===== src/rtl/mag_cmp_seq.sv =====
// Digit-serial magnitude comparator: compares a and b DW bits per clock, MSB digit
// first, stopping at the first differing digit. Optional two's-complement mode.
module mag_cmp_seq #(
   parameter int W  = 16,
   parameter int DW = 2
) (
   input  logic         clk,
   input  logic         reset,
   input  logic         start,
   input  logic         signed_mode,
   input  logic [W-1:0] a,
   input  logic [W-1:0] b,
   output logic         ready,
   output logic         done_tick,
   output logic         gt,
   output logic         eq,
   output logic         lt
);

   // state | meaning
   // IDLE  | waiting for start, ready=1, results held
   // RUN   | comparing one digit pair per edge
   // DONE  | result valid, done_tick=1 for this cycle

   localparam int ND = W / DW;
   localparam int CW = (ND > 1) ? $clog2(ND) : 1;

   generate
      if ((W % DW) != 0) begin : g_bad_width
         $error("mag_cmp_seq: W must be an integer multiple of DW");
      end
   endgenerate

   typedef enum logic [1:0] {
      S_IDLE = 2'd0,
      S_RUN  = 2'd1,
      S_DONE = 2'd2
   } state_t;

   state_t          r_state;
   state_t          w_state_nxt;
   logic [W-1:0]    r_a;
   logic [W-1:0]    r_b;
   logic [CW-1:0]   r_cnt;
   logic            r_gt;
   logic            r_eq;
   logic            r_lt;
   logic [W-1:0]    w_flip;
   logic [DW-1:0]   w_da;
   logic [DW-1:0]   w_db;
   logic            w_last;

   // Inverting both MSBs maps two's complement onto offset binary, so the
   // same unsigned digit compare serves both modes.
   always_comb begin
      w_flip        = '0;
      w_flip[W-1]   = signed_mode;
   end

   // Operands are shifted left each step, so the current digit is always on top.
   assign w_da   = r_a[W-1 -: DW];
   assign w_db   = r_b[W-1 -: DW];
   assign w_last = (r_cnt == CW'(ND - 1));

   always_ff @(posedge clk or posedge reset) begin
      if (reset) begin
         r_state <= S_IDLE;
      end else begin
         r_state <= w_state_nxt;
      end
   end

   always_comb begin
      w_state_nxt = r_state;
      case (r_state)
         S_IDLE:  if (start) w_state_nxt = S_RUN;
         S_RUN:   if ((w_da != w_db) || w_last) w_state_nxt = S_DONE;
         S_DONE:  w_state_nxt = S_IDLE;
         default: w_state_nxt = S_IDLE;
      endcase
   end

   always_ff @(posedge clk or posedge reset) begin
      if (reset) begin
         r_a   <= '0;
         r_b   <= '0;
         r_cnt <= '0;
         r_gt  <= 1'b0;
         r_eq  <= 1'b0;
         r_lt  <= 1'b0;
      end else begin
         case (r_state)
            S_IDLE: begin
               if (start) begin
                  r_a   <= a ^ w_flip;
                  r_b   <= b ^ w_flip;
                  r_cnt <= '0;
                  r_gt  <= 1'b0;
                  r_eq  <= 1'b0;
                  r_lt  <= 1'b0;
               end
            end
            S_RUN: begin
               if (w_da > w_db) begin
                  r_gt <= 1'b1;
               end else if (w_da < w_db) begin
                  r_lt <= 1'b1;
               end else if (w_last) begin
                  r_eq <= 1'b1;
               end else begin
                  r_cnt <= r_cnt + CW'(1);
                  r_a   <= r_a << DW;
                  r_b   <= r_b << DW;
               end
            end
            default: ;
         endcase
      end
   end

   assign ready     = (r_state == S_IDLE);
   assign done_tick = (r_state == S_DONE);
   assign gt        = r_gt;
   assign eq        = r_eq;
   assign lt        = r_lt;

endmodule

===== config.mk =====
export PLATFORM = sky130hd
export DESIGN_NAME = mag_cmp_seq
export DESIGN_NICKNAME = d
export VERILOG_FILES = /design/src/rtl/mag_cmp_seq.sv
export SDC_FILE = /design/constraint.sdc
export NUM_CORES = 1
export LEC_CHECK = 0
export ABC_AREA = 1
export BUFFER_PORTS_ARGS = -buffer_cell sky130_fd_sc_hd__buf_2
export CAP_MARGIN = 25
export CORE_MARGIN = 2
export CORE_UTILIZATION = 50
export CTS_CLUSTER_DIAMETER = 120
export DETAILED_ROUTE_END_ITERATION = 10
export PLACE_DENSITY = 0.73
export SYNTH_ARGS = -nofsm -noshare
export SYNTH_HDL_FRONTEND = slang
export SYNTH_SLANG_ARGS = --single-unit

===== constraint.sdc =====
create_clock -name clk -period 3.59 [get_ports clk]
set_clock_uncertainty 0.2 [all_clocks]
set_input_delay 0.359 -clock clk [delete_from_list [all_inputs] [get_ports clk]]
set_output_delay 0.359 -clock clk [all_outputs]
set_load 0.005 [all_outputs]

# Yosys cells after proc, flatten, opt, wreduce, memory -nomap -nowiden
# Index checks and enable logic that the tools add are counted.
# word_totals
register_bits,40
latch_bits,0
mem_bits_rw,0
romBits,0
out_inout_bits,5
n_memories,0
# op_classes
add_sub_neg,1
n_mul,0
div_mod_pow,0
n_lt_le_gt_ge,2
n_eq_ne,12
n_shift,0
n_mux,28
bitwise_logic,2
n_reduce_logical,8
# op_table
operator,n
16-bit two-way mux,8
16-bit one-hot mux with 2 select lines,2
16-bit bitwise XOR,2
2-bit != test (second input constant),8
3-bit two-way mux,4
5-bit AND reduction,2
1-bit two-way mux,7
1-bit one-hot mux with 2 select lines,3
3-bit one-hot mux with 2 select lines,1
2-bit two-way mux,2
2-bit one-hot mux with 2 select lines,1
4-bit AND reduction,1
3-bit by 1-bit adder with 3-bit output (second input constant),1
3-bit == test (second input constant),1
3-bit AND reduction,1
2-bit by 1-bit == test with 1-bit output (second input constant),1
2-bit == test (second input constant),1
2-bit greater-than comparator,1
2-bit logical NOT,1
2-bit less-than comparator,1
2-bit != test,1
2-bit AND reduction,1
2-bit nonzero test,1
1-bit logical OR,1

# Depth between registers and ports, before layout
# depth
ltp_word,5
ltp_mapped,10
mapped_depth_nobuf,9

# Least setup slack after synthesis
# No wires, ideal clock.
# synth_timing
path_kind,reg-to-reg
from,register r_cnt[0]
to,register r_a[10]
setup_time_ns,0.065
t_arrival_ns,1.586
required_ns,3.325
slack_ns,1.739
stages_incl_launch_ff,10
path_buffers,1
period_less_slack_ns,1.851
path_cell_list,dfrtp_1 -> ha_1 -> ha_1 -> nand3b_1 -> nand2_2 -> inv_1 -> nor2_4 -> buf_4 -> nand2_1 -> nand2_1
# synth_via
elab_chain_len,3
# synth_rtl
item,line,text
start: declaration,44,logic [CW-1:0] r_cnt;
start signal: assignment,111,r_cnt <= r_cnt + CW'(1);
3-bit == test,63,assign w_last = (r_cnt == CW'(ND - 1));
2-bit != test (no source line),--,
5-bit AND reduction (no source line),--,
end signal: assignment,95,r_a <= a ^ w_flip;
end signal: assignment,112,r_a <= r_a << DW;
end: declaration,42,logic [W-1:0] r_a;
# Every way passes these cells.
# A chain may end at the register's enable or synchronous reset.

# Worst setup path after layout
# layout_timing
from,register r_a[15]
to,register r_a[12]
# layout_via
elab_chain_len,3
# layout_rtl
item,line
2-bit less-than comparator or 2-bit greater-than comparator (tied branches),"106, 104"
2-bit != test (no source line),--
5-bit AND reduction (no source line) *,--
# Mark *: on every way between the ends. The rest lies on a longest branch, timed or not.

==> parameters.txt <==
Parameter                              Value

Power and ir drop
  Power after layout ... around 0.0021 W
  Peak VDD IR ... around 470 uV
  Static power due to leakage ... roughly 1.4 nW
  Pwr/cell area ... 886 nW/um2

Critical path
  Type of destination of the critical path ... flip-flop
  Type of element launching the critical path ... flip-flop
  Endpoint arrival time on the critical path ... 2.31 ns
  Highest fanout seen on the critical path ... 35
  Data required time of the critical path ... 3.58 ns
  Critical setup path kind ... reg -> reg

CTS
  Clk Tree Root Cell ... sky130_fd_sc_hd__clkbuf_8
  Clock Tree Buf Depth ... 2
  Number of levels the H-tree was split into ... 2
  CTS buffer count ... 5
  Number of clock sinks ... 40
  Clock transition at the register clock pins on the worst setup and hold paths after CTS ... 0.08 ns
  Clock tree from TritonCTS ... yes
  Clock Latency Late Sink ... ~0.29 ns

Synth
  Combinational family with the most area after synthesis ... simple AND/OR/NAND/NOR gates
  Yosys Warn Count ... 0
  Cells after synthesis ... approximately 290
  Synth Area in Simple Gates ... a little over two fifths
  Mapped Avg Cell Area ... between 7 and 8 um2
  Share of synthesized area spent on multiplexers ... 0%
  Fraction of the mapped netlist area in adder cells ... 2.41%
  Netlist area before placement ... around 2100 um2
  Number of register bits inferred by synthesis ... 40
  Compound-Gate Fraction of Synth Area ... around 1.2%
  Share of synthesized area occupied by flip-flops and latches ... between 40% and 50%
  Post-synth cell types ... 20
  Post-Synthesis Net Count ... around 330
  Share of the synthesized netlist area taken by xor and xnor gates ... less than 1%

Cells and area
  Commonest cells after routing, fill and taps aside ... 191 x sky130_fd_sc_hd__nand2_1, 40 x sky130_fd_sc_hd__dfrtp_1, 40 x sky130_fd_sc_hd__buf_2, 13 x sky130_fd_sc_hd__inv_1, 8 x sky130_fd_sc_hd__nor2_1
  Final cell count without fillers ... roughly 380
  Most frequent standard cell in the layout excluding fill and tap cells ... sky130_fd_sc_hd__nand2_1
  Number of nets in the layout ... 370
  Layout fillers ... 397
  Combined area of the multi-input logic cells ... between 900 and 1000 um2
  Area Growth Syn to Fin ... 15.9%
  Antenna Cells ... 0
  Register area ... roughly 1000 um2
  Final non-filler cell area ... around 2400 um2
  Share of post-route cells with drive strength above 1 ... roughly 18%

Placement
  Half-perimeter wire length of the detailed placement result ... 2.76 mm
  Number of placed instances, taps included ... ~370
  Port Buffer Count ... 40
  Final Wtd Congestion ... 0.773
  Total cell area at the placement stage ... 2290 um2

Floorplan
  Row Count ... 23
  Top-level I/O count ... just over 40
  Horizontal die dimension ... approximately 70 um
  Die footprint ... around 4700 um2
  Die height ... 68.4 um
  Core area ... between 4000 and 5000 um2
  Initial Util ... 51.8%

STA
  Worst relative slew slack ... between 30% and 40%
  RSZ-0062 raised after global routing ... no
  Part of the cycle the worst path needs ... 64.7%
  Final hold violation count ... 0
  Number of max-slew violations in the final report ... 0
  Total of endpoints with negative setup slack in the final report ... 0
  Peak Freq ... around 0.43 GHz
  Post-layout minimum cycle time ... ~2.3 ns
  Total negative slack ... 0 ns
  Measured slew at the worst slew-check pin ... approximately 0.97 ns

Outcome
  Result of the run ... finished, final reports clean

Job
  # Max-Cap Violations ... 0

Detailed routing
  Number of vias after detailed routing ... between 1500 and 2000
  Mean number of vias per cell ... about 4.8
  Wire length reported by the detailed router ... 4.27 mm
  First-pass DRT Iterations ... 4
  Antenna-violating nets left ... 0
  DR DRC count ... 0
  DR WL/cell ... between 10 and 15 um
  Number of DRC violations after detailed-routing iteration 0 ... ~130

GRT
  Initial antenna violation count ... 0
  Aggregate global routing overflow ... 0
  Overall routing resource usage ... between 20% and 30%
  Pin count of the biggest net entering global routing ... 41
  Global-route wire length before repair ... roughly 7.4 mm
  Via count of the first global-routing pass ... between 1500 and 2000

Min path
  Classification of the worst-slack hold path ... in -> reg
[power breakdown]
part           total, W  switching [W]  leakage, nW  internal [W]
Clock          0.000361       0.000155       0.0552      0.000206
Sequential     0.000768       0.000112        0.507      0.000656
Combinational   0.00100       0.000684        0.879      0.000317
Total           0.00213       0.000951         1.44       0.00118
[layer usage]
layer	wire length [um]	vias to the layer above	global-route usage, %
li1	-	958	-
met5	0	-	0
met3	178	6	6.09
met1	2130	827	28.0
met2	1920	33	34.0
met4	45	0	6.50
[final timing paths]
check / start / to / slack, ns / cells after the start
setup / recovery: r_a[15]$_DFFE_PP0P_ / r_a[12]$_DFFE_PP0P_ / 1.27 / 6
hold / removal: b[10] / r_b[10]$_DFFE_PP0P_ / 0.15 / 5
setup reg to reg: r_a[15]$_DFFE_PP0P_ / r_a[12]$_DFFE_PP0P_ / 1.27 / 6
hold reg to reg: r_a[0]$_DFFE_PP0P_ / r_a[0]$_DFFE_PP0P_ / 0.27 / 2
max in group asynchronous: reset / r_state[1]$_DFFE_PP0P_ / 2.30 / 4
min in group asynchronous: reset / r_a[7]$_DFFE_PP0P_ / 0.52 / 4
[cell type report]
| class | instances | share of cell area, % |
|---|---|---|
| Clock buffer | 6 | 3.02 |
| Clock inverter | 2 | 1.46 |
| Inverter | 14 | 2.19 |
| Multi-Input combinational cell | 226 | 39.7 |
| Sequential cell | 40 | 41.6 |
| Tap cell | 50 | 2.60 |
| Timing Repair Buffer | 43 | 9.37 |
[Yosys cell counts]
master / instances / share of area (%)
sky130_fd_sc_hd__buf_2: 1 / 0.24
sky130_fd_sc_hd__nand2_2: 2 / 0.60
sky130_fd_sc_hd__ha_1: 4 / 2.4
sky130_fd_sc_hd__inv_2: 1 / 0.18
sky130_fd_sc_hd__dfrtp_1: 40 / 48
sky130_fd_sc_hd__or2_2: 1 / 0.30
sky130_fd_sc_hd__o21ai_0: 4 / 0.97
sky130_fd_sc_hd__nand3_2: 2 / 0.97
sky130_fd_sc_hd__nor2_2: 1 / 0.30
sky130_fd_sc_hd__nand4_1: 7 / 2.1
sky130_fd_sc_hd__a21oi_1: 1 / 0.24
sky130_fd_sc_hd__buf_4: 5 / 1.8
sky130_fd_sc_hd__inv_1: 13 / 2.4
sky130_fd_sc_hd__clkbuf_1: 6 / 1.1
sky130_fd_sc_hd__nand3b_1: 1 / 0.36
sky130_fd_sc_hd__xnor2_1: 1 / 0.42
sky130_fd_sc_hd__nor2_4: 2 / 1.1
sky130_fd_sc_hd__nor2_1: 8 / 1.4
sky130_fd_sc_hd__nand3_1: 1 / 0.24
sky130_fd_sc_hd__nand2_1: 191 / 35
[per-stage QoR]
stage	hold WS, ns	util, %	setup WS (ns)
floorplan	0.242	-	1.74
global route	0.156	60.1	1.06
detailed placement	0.259	57.1	1.27
global placement	0.254	57.1	1.30
CTS	0.141	60.1	1.26
finish	0.149	60.1	1.27
[worst max-delay path, stage by stage, from the launching register on]
cell                      delay, ns
sky130_fd_sc_hd__dfrtp_1       0.39
sky130_fd_sc_hd__ha_1          0.32
sky130_fd_sc_hd__nand2_1       0.09
sky130_fd_sc_hd__nand2_1       0.30
sky130_fd_sc_hd__nand3_2       0.61
sky130_fd_sc_hd__nand2_1       0.22
sky130_fd_sc_hd__nand2_1       0.07
[state kept, by name, summed over array words and instances, names as in the netlist]
name,count
r_a,16
r_b,16
r_cnt,3
r_state,2
eq,1
gt,1
lt,1
[logic make-up after synthesis]
kind of cell / Yosys count
buf+inv: 26
compound gates: 5
flops: 40
fa+ha+maj: 4
xor+xnor: 1
simple gates: 216
[timing repair]
| item | in CTS | in global routing |
|---|---|---|
| hold buffers | 1 | 0 |
| resized for setup | 0 | 0 |
| endpoints found under the setup margin | 0 | 0 |
| buffers inserted | 0 | 0 |
| endpoints found under the hold margin | 23 | 0 |
Power figures use the tool's default switching activity.
